### src/rtl/decode_pattern_gen_pkg.sv
// Shared types and constants for the registered decode / alternating-pattern
// output block.
package decode_pattern_pkg;

   typedef enum logic [1:0] {
      MODE_OFF  = 2'd0,
      MODE_DEC  = 2'd1,
      MODE_PAT  = 2'd2,
      MODE_HOLD = 2'd3
   } mode_e;

   localparam logic [7:0] PAT_A_DEF = 8'h33;
   localparam logic [7:0] PAT_B_DEF = 8'hCC;

   // A single-cycle phase still needs one counter bit to keep the ports regular.
   function automatic int cnt_width(input int period);
      if (period <= 1) return 1;
      return $clog2(period);
   endfunction

endpackage

### src/rtl/decode_pattern_gen_if.sv
// Request/select inputs and registered outputs of decode_pattern_gen.
// Inputs are sampled on every rising CLK edge; there is no valid/ready
// handshake. Outputs are pure flop outputs, so they carry no combinational
// path from any input.
interface decode_pattern_gen_if
   import decode_pattern_pkg::*;
#(
   parameter int SEL_W = 3
);
   localparam int OUT_W = 2 ** SEL_W;

   logic             EN;
   logic             A;
   logic             B;
   logic [SEL_W-1:0] IN;
   logic [OUT_W-1:0] OUT;
   logic             PHASE;
   logic             TICK;
   mode_e            MODE;   // mode applied at the most recent edge

   modport master (
      output EN, A, B, IN,
      input  OUT, PHASE, TICK, MODE
   );

   modport slave (
      input  EN, A, B, IN,
      output OUT, PHASE, TICK, MODE
   );

endinterface

### src/rtl/decode_pattern_gen_pattern_timer.sv
// Dwell counter and phase flop for the alternating pattern; flips PHASE and
// pulses TICK after PERIOD run cycles, clears on clr, freezes otherwise.
module pattern_timer
   import decode_pattern_pkg::*;
#(
   parameter int PERIOD = 1
) (
   input  logic CLK,
   input  logic RST_N,
   input  logic clr,
   input  logic run,
   output logic PHASE,
   output logic TICK
);

   if (PERIOD < 1) begin : g_bad_period
      $error("pattern_timer: PERIOD must be >= 1");
   end

   localparam int                CNT_W    = cnt_width(PERIOD);
   localparam logic [CNT_W-1:0]  CNT_LAST = CNT_W'(PERIOD - 1);

   logic [CNT_W-1:0] cnt_q, cnt_d;
   logic             phase_q, phase_d;
   logic             tick_q, tick_d;

   always_ff @(posedge CLK) begin
      if (!RST_N) begin
         cnt_q   <= '0;
         phase_q <= 1'b0;
         tick_q  <= 1'b0;
      end else begin
         cnt_q   <= cnt_d;
         phase_q <= phase_d;
         tick_q  <= tick_d;
      end
   end

   // clr wins over run; with neither, count and phase freeze mid-dwell.
   always_comb begin
      cnt_d   = cnt_q;
      phase_d = phase_q;
      tick_d  = 1'b0;
      if (clr) begin
         cnt_d   = '0;
         phase_d = 1'b0;
      end else if (run) begin
         if (cnt_q == CNT_LAST) begin
            cnt_d   = '0;
            phase_d = ~phase_q;
            tick_d  = 1'b1;
         end else begin
            cnt_d = cnt_q + CNT_W'(1);
         end
      end
   end

   assign PHASE = phase_q;
   assign TICK  = tick_q;

endmodule

### src/rtl/decode_pattern_gen.sv
// Registered one-hot decoder / two-phase pattern generator for LED and
// segment-style output drivers.
module decode_pattern_gen
   import decode_pattern_pkg::*;
#(
   parameter int SEL_W  = 3,
   parameter int PERIOD = 1,
   parameter     PAT_A  = PAT_A_DEF,
   parameter     PAT_B  = PAT_B_DEF
) (
   input  logic                 CLK,
   input  logic                 RST_N,
   decode_pattern_gen_if.slave  bus
);

   localparam int               OUT_W   = 2 ** SEL_W;
   localparam logic [OUT_W-1:0] PAT_A_W = OUT_W'(PAT_A);
   localparam logic [OUT_W-1:0] PAT_B_W = OUT_W'(PAT_B);

   mode_e            mode_d, mode_q;
   logic [OUT_W-1:0] out_d, out_q;
   logic             phase;
   logic             tick;
   logic             tmr_clr;
   logic             tmr_run;

   // Priority: EN low, then decode request, then pattern request, else hold.
   always_comb begin
      mode_d = MODE_HOLD;
      if (!bus.EN)     mode_d = MODE_OFF;
      else if (bus.A)  mode_d = MODE_DEC;
      else if (bus.B)  mode_d = MODE_PAT;
   end

   assign tmr_clr = (mode_d == MODE_OFF) || (mode_d == MODE_DEC);
   assign tmr_run = (mode_d == MODE_PAT);

   pattern_timer #(
      .PERIOD (PERIOD)
   ) u_timer (
      .CLK   (CLK),
      .RST_N (RST_N),
      .clr   (tmr_clr),
      .run   (tmr_run),
      .PHASE (phase),
      .TICK  (tick)
   );

   // Pattern output uses the phase from before this edge, so the flip and
   // the TICK pulse lead the first output of the new phase by one cycle.
   always_comb begin
      out_d = out_q;
      case (mode_d)
         MODE_OFF:  out_d = '0;
         MODE_DEC:  out_d = OUT_W'(1) << bus.IN;
         MODE_PAT:  out_d = phase ? PAT_B_W : PAT_A_W;
         default:   out_d = out_q;
      endcase
   end

   always_ff @(posedge CLK) begin
      if (!RST_N) begin
         out_q  <= '0;
         mode_q <= MODE_OFF;
      end else begin
         out_q  <= out_d;
         mode_q <= mode_d;
      end
   end

   assign bus.OUT   = out_q;
   assign bus.PHASE = phase;
   assign bus.TICK  = tick;
   assign bus.MODE  = mode_q;

endmodule

### src/flat_wrapper.sv
// flat-port wrapper written by rule: the top's interface ports become plain ports
module decode_pattern_gen_flat import decode_pattern_pkg::*;
#(
   parameter int SEL_W  = 3,
   parameter int PERIOD = 1,
   parameter     PAT_A  = PAT_A_DEF,
   parameter     PAT_B  = PAT_B_DEF
)
  (CLK, RST_N, bus_EN, bus_A, bus_B, bus_IN, bus_OUT, bus_PHASE, bus_TICK, bus_MODE);
  decode_pattern_gen_if #(.SEL_W(SEL_W)) bus_i ();
  input  logic CLK;
  input  logic RST_N;
  input wire logic [$bits(bus_i.EN)-1:0] bus_EN;
  input wire logic [$bits(bus_i.A)-1:0] bus_A;
  input wire logic [$bits(bus_i.B)-1:0] bus_B;
  input wire logic [$bits(bus_i.IN)-1:0] bus_IN;
  output wire logic [$bits(bus_i.OUT)-1:0] bus_OUT;
  output wire logic [$bits(bus_i.PHASE)-1:0] bus_PHASE;
  output wire logic [$bits(bus_i.TICK)-1:0] bus_TICK;
  output wire logic [$bits(bus_i.MODE)-1:0] bus_MODE;
  assign bus_i.EN = bus_EN;
  assign bus_i.A = bus_A;
  assign bus_i.B = bus_B;
  assign bus_i.IN = bus_IN;
  assign bus_OUT = bus_i.OUT;
  assign bus_PHASE = bus_i.PHASE;
  assign bus_TICK = bus_i.TICK;
  assign bus_MODE = bus_i.MODE;
  decode_pattern_gen #(.SEL_W(SEL_W), .PERIOD(PERIOD), .PAT_A(PAT_A), .PAT_B(PAT_B)) u_core (.CLK(CLK), .RST_N(RST_N), .bus(bus_i));
endmodule
### config.mk
export PLATFORM = sky130hd
export DESIGN_NAME = decode_pattern_gen_flat
export DESIGN_NICKNAME = d
export VERILOG_FILES = /design/src/rtl/decode_pattern_gen_pkg.sv /design/src/rtl/decode_pattern_gen_if.sv /design/src/rtl/decode_pattern_gen_pattern_timer.sv /design/src/rtl/decode_pattern_gen.sv /design/src/flat_wrapper.sv
export SDC_FILE = /design/constraint.sdc
export NUM_CORES = 1
export LEC_CHECK = 0
export CORE_UTILIZATION = 35
export CTS_CLUSTER_DIAMETER = 30
export DETAILED_ROUTE_END_ITERATION = 6
export PLACE_DENSITY_LB_ADDON = 0.3
export SLEW_MARGIN = 20
export SYNTH_ARGS = -nofsm -noshare
export SYNTH_HDL_FRONTEND = slang
export SYNTH_HIERARCHICAL = 1
export SYNTH_SLANG_ARGS = --single-unit
### constraint.sdc
create_clock -name CLK -period 0.8 [get_ports CLK]
set_input_delay 0.12 -clock CLK [delete_from_list [all_inputs] [get_ports CLK]]
set_output_delay 0.12 -clock CLK [all_outputs]
set_load 0.01 [all_outputs]
==> impl_results.md, run 1 <==
- Drc violations: 0
- Crit path arrival time: 1100 ps
- Via count: 478
- Die W: 40.47 µm
- VDD IR max: 713.2 µV
- Die H: 40.47 µm
- MaxCap Viol Count: 0
- Asr flop ratio synth: 0
- Global-route wire length before repair: 1759 µm
- Die ar.: 1638 µm²
- Initial Utilization: 0.3884
- Max-slew headroom: 0.8599
- Vias per cell: slightly below 5
- P_int: 0.001022 W
- CP cell instances: buf_6 > inv_4 > a21oi_4 > o221a_2
- Synth Flop Type: dfxtp_1
- Pleak: 0.3940 nW
- Critical path class: flop to flop
- Hold WC Path Type: input port to flop
- Syn avg cell area: 10.57 µm²
- P per Cell Area: 1530 nW/µm²
- Cell Rows: 13
- Final hold slack: approximately 240 ps
- Mapped Cells: 49
- Seq/Total Area, Yosys: 0.4638
- CP max-delay cell: dfxtp_4
- Num ports: 20
- Setup violators final: 21
- Routed wire length: 1116 µm
- Sw Share: 0.2320
- Post-synth cell types: 21
- Post-synth top cells: 12 x dfxtp_1, 7 x o221a_1, 6 x nor2_1, 3 x nand2b_1
- Htree depth: 1
- First-pass iteration count of the detailed router: 4
- Synth top area cells: dfxtp_1 46%, o221a_1 15%, nor2_1 4.3%
- Dpl ws: -678.7 ps
- Comb pwr share: 0.166
- Drt initial violations: 11
- Core area: about 1300 µm²
- Fmax: 1069 MHz
- CP endpoint kind: flop
- Mapped cell area: between 500 and 600 µm²
- Initial antenna violation count: 0
- Setup Skew: 2.024 ps
- Clock buffer depth: 2
- Total gr overflow: 0
- Clock Latency Late Sink: 270 ps
- Most numerous cell in the Yosys netlist: dfxtp_1
- Hold_buf cts: 0
- Setup Buffers After CTS: 0
- Gpl congestion: 0.7218
- CP peak stage delay: 350 ps
- Yosys reg bits: 12
- Clk sinks: 12
- Net count, final: between 90 and 100
- Sequential Power Share: 0.475
- Area leader, netlist: dfxtp_1
- Wire per inst: ~12 µm
- RSZ-0062 raised after global routing: true
- Final hold vios: 0
- Tmin final: 935.2 ps
- Final Max Tran Viols: 0
- Area share of the largest cell type after synthesis: 0.4638
- CTS tree: yes
- Ratio of cells with drive above 1 in the final layout: 0.5976
- Slew @ Worst Pin: 210.1 ps
- Critical path launch point type: flop
- CP Max Fanout: 4
- Net Count, Synth: 57
- Final Worst Setup Slack: -135.2 ps
- Failing checks: setup timing
- FILL cells: 121
- Status: complete, but fails checks
- Clk slew on worst S/H paths: ~80 ps
- CTS Root Cell: clkbuf_4
- Vias in the first global route: ~430
- GRT Util Overall: 0.1669
- Synth Warn #: 6
- Number of synthesized flops with an enable pin: 0
- Post-route ant nets: 0
- Crit path max-delay family: flip-flops
- Antenna diode count: 0
- Clock network fraction of design power: 0.359
- IO buf count: 19
- Sw Pwr: 0.0003088 W
- Tcrit/Tclk final: 1.169
- WP data required: ~960 ps
- Sum of buffers and inverters on the critical path: 2
- Largest net degree at the start of global routing: 13
- Layout area overhead: 67.87%
- CTS buffer count: 3
==> placed cells by master (no fill, tap or decap) <==
| master | count |
|---|---|
| nand3_1 | 1 |
| nor3b_2 | 1 |
| buf_2 | 4 |
| dlygate4sd2_1 | 4 |
| inv_2 | 1 |
| dlymetal6s2s_1 | 1 |
| nor2b_4 | 1 |
| nor3_2 | 1 |
| nor2_1 | 6 |
| dfxtp_1 | 3 |
| clkdlybuf4s15_1 | 1 |
| nor3_1 | 1 |
| dfxtp_2 | 8 |
| buf_6 | 10 |
| nand2_1 | 2 |
| o221a_1 | 7 |
| a21oi_1 | 1 |
| xnor2_1 | 1 |
| dfxtp_4 | 1 |
| buf_4 | 10 |
| a21oi_4 | 2 |
| inv_4 | 1 |
| nand2b_4 | 1 |
| clkdlybuf4s50_1 | 1 |
| and2_2 | 2 |
| clkbuf_4 | 3 |
| clkbuf_8 | 1 |
| and3b_2 | 1 |
| o221a_2 | 1 |
| inv_1 | 1 |
| nand2b_1 | 2 |
| nand3b_1 | 1 |
==> stage by stage <==
stage          cells  setup TNS (ps)  power (W)  area, µm²    util
4_1_cts           97           -1253   0.001344      865.8  0.6492
5_1_grt           97           -1851   0.001403      869.6  0.6520
6_report          97           -1098   0.001331      869.6  0.6520
3_3_place_gp      93           -8109  0.0008572      805.8  0.6041
3_5_place_dp      93           -8687  0.0008623      805.8  0.6041
2_1_floorplan     49          -35.82  0.0007260      521.8       -
==> sequential cells by signal, indices dropped and copies added (netlist names) <==
signal                cells
u_core/bus.OUT            8
u_core/bus.MODE           2
u_core/u_timer/PHASE      1
u_core/u_timer/TICK       1
==> cell families (layout without fill, tap and decap cells) <==
family | after synthesis | after routing | synth area share
XOR/XNOR | 1 | 1 | 0.01691
AO/OA/AOI/OAI | 11 | 11 | 0.2319
buffers and inverters | 5 | 38 | 0.05071
AND/OR/NAND/NOR | 20 | 20 | 0.2367
flip-flops | 12 | 12 | 0.4638
==> power groups by stage <==
stage                     sequential, W  clock [W]  combinational [W]
final                          0.000633   0.000477           0.000221
after global routing           0.000635   0.000526           0.000242
after CTS                      0.000633   0.000489           0.000222
after detailed placement       0.000640          0           0.000222
after global placement         0.000639          0           0.000218
after floorplan                0.000652          0          0.0000744
==> final timing paths <==
check | from | to | slack [ps] | depth (start not counted)
setup / recovery | u_core/u_timer/PHASE$_SDFFE_PP0P_ | u_core/bus.OUT[7]$_SDFFE_PN0P_ | -140 | 4
hold reg to reg | u_core/bus.OUT[7]$_SDFFE_PN0P_ | u_core/bus.OUT[7]$_SDFFE_PN0P_ | 540 | 1
setup reg to reg | u_core/u_timer/PHASE$_SDFFE_PP0P_ | u_core/bus.OUT[7]$_SDFFE_PN0P_ | -140 | 4
hold / removal | bus_EN | u_core/bus.MODE[0]$_SDFF_PN0_ | 240 | 3
==> final cells by class <==
class | instances | area (µm²) | area share
timing repair buffer | 31 | 275.3 | 0.3165
sequential | 12 | 254.0 | 0.2921
clock buffer | 4 | 36.28 | 0.04173
tap | 15 | 18.77 | 0.02158
inverter | 3 | 13.76 | 0.01583
multi-input combinational | 32 | 271.5 | 0.3122
==> per-layer routing <==
metal	share of wire	GRT usage	vias to the layer above
li1	-	-	244
met1	0.44	0.1770	217
met2	0.50	0.2976	17
met3	0.055	0.05000	0
met4	0	0.07500	0
met5	0	0	-
==> worst register-to-register path: cells and delay by family, from the launching register on <==
family | cells | cell delay, ps
compound gates | 2 | 310
flops | 1 | 350
buf+inv | 2 | 180
==> repair_timing <==
action,in CTS,in global routing
gates resized for setup,76,2
pin swaps,6,2
setup endpoints to repair,22,21
Note: power is estimated with default switching activity, not from simulation.
==> inputs of run 2 (changes only) <==
- SLEW_MARGIN: 20 -> not set
==> results of run 2 <==
Final layout, timing and power as in run 1 (identical DEF).
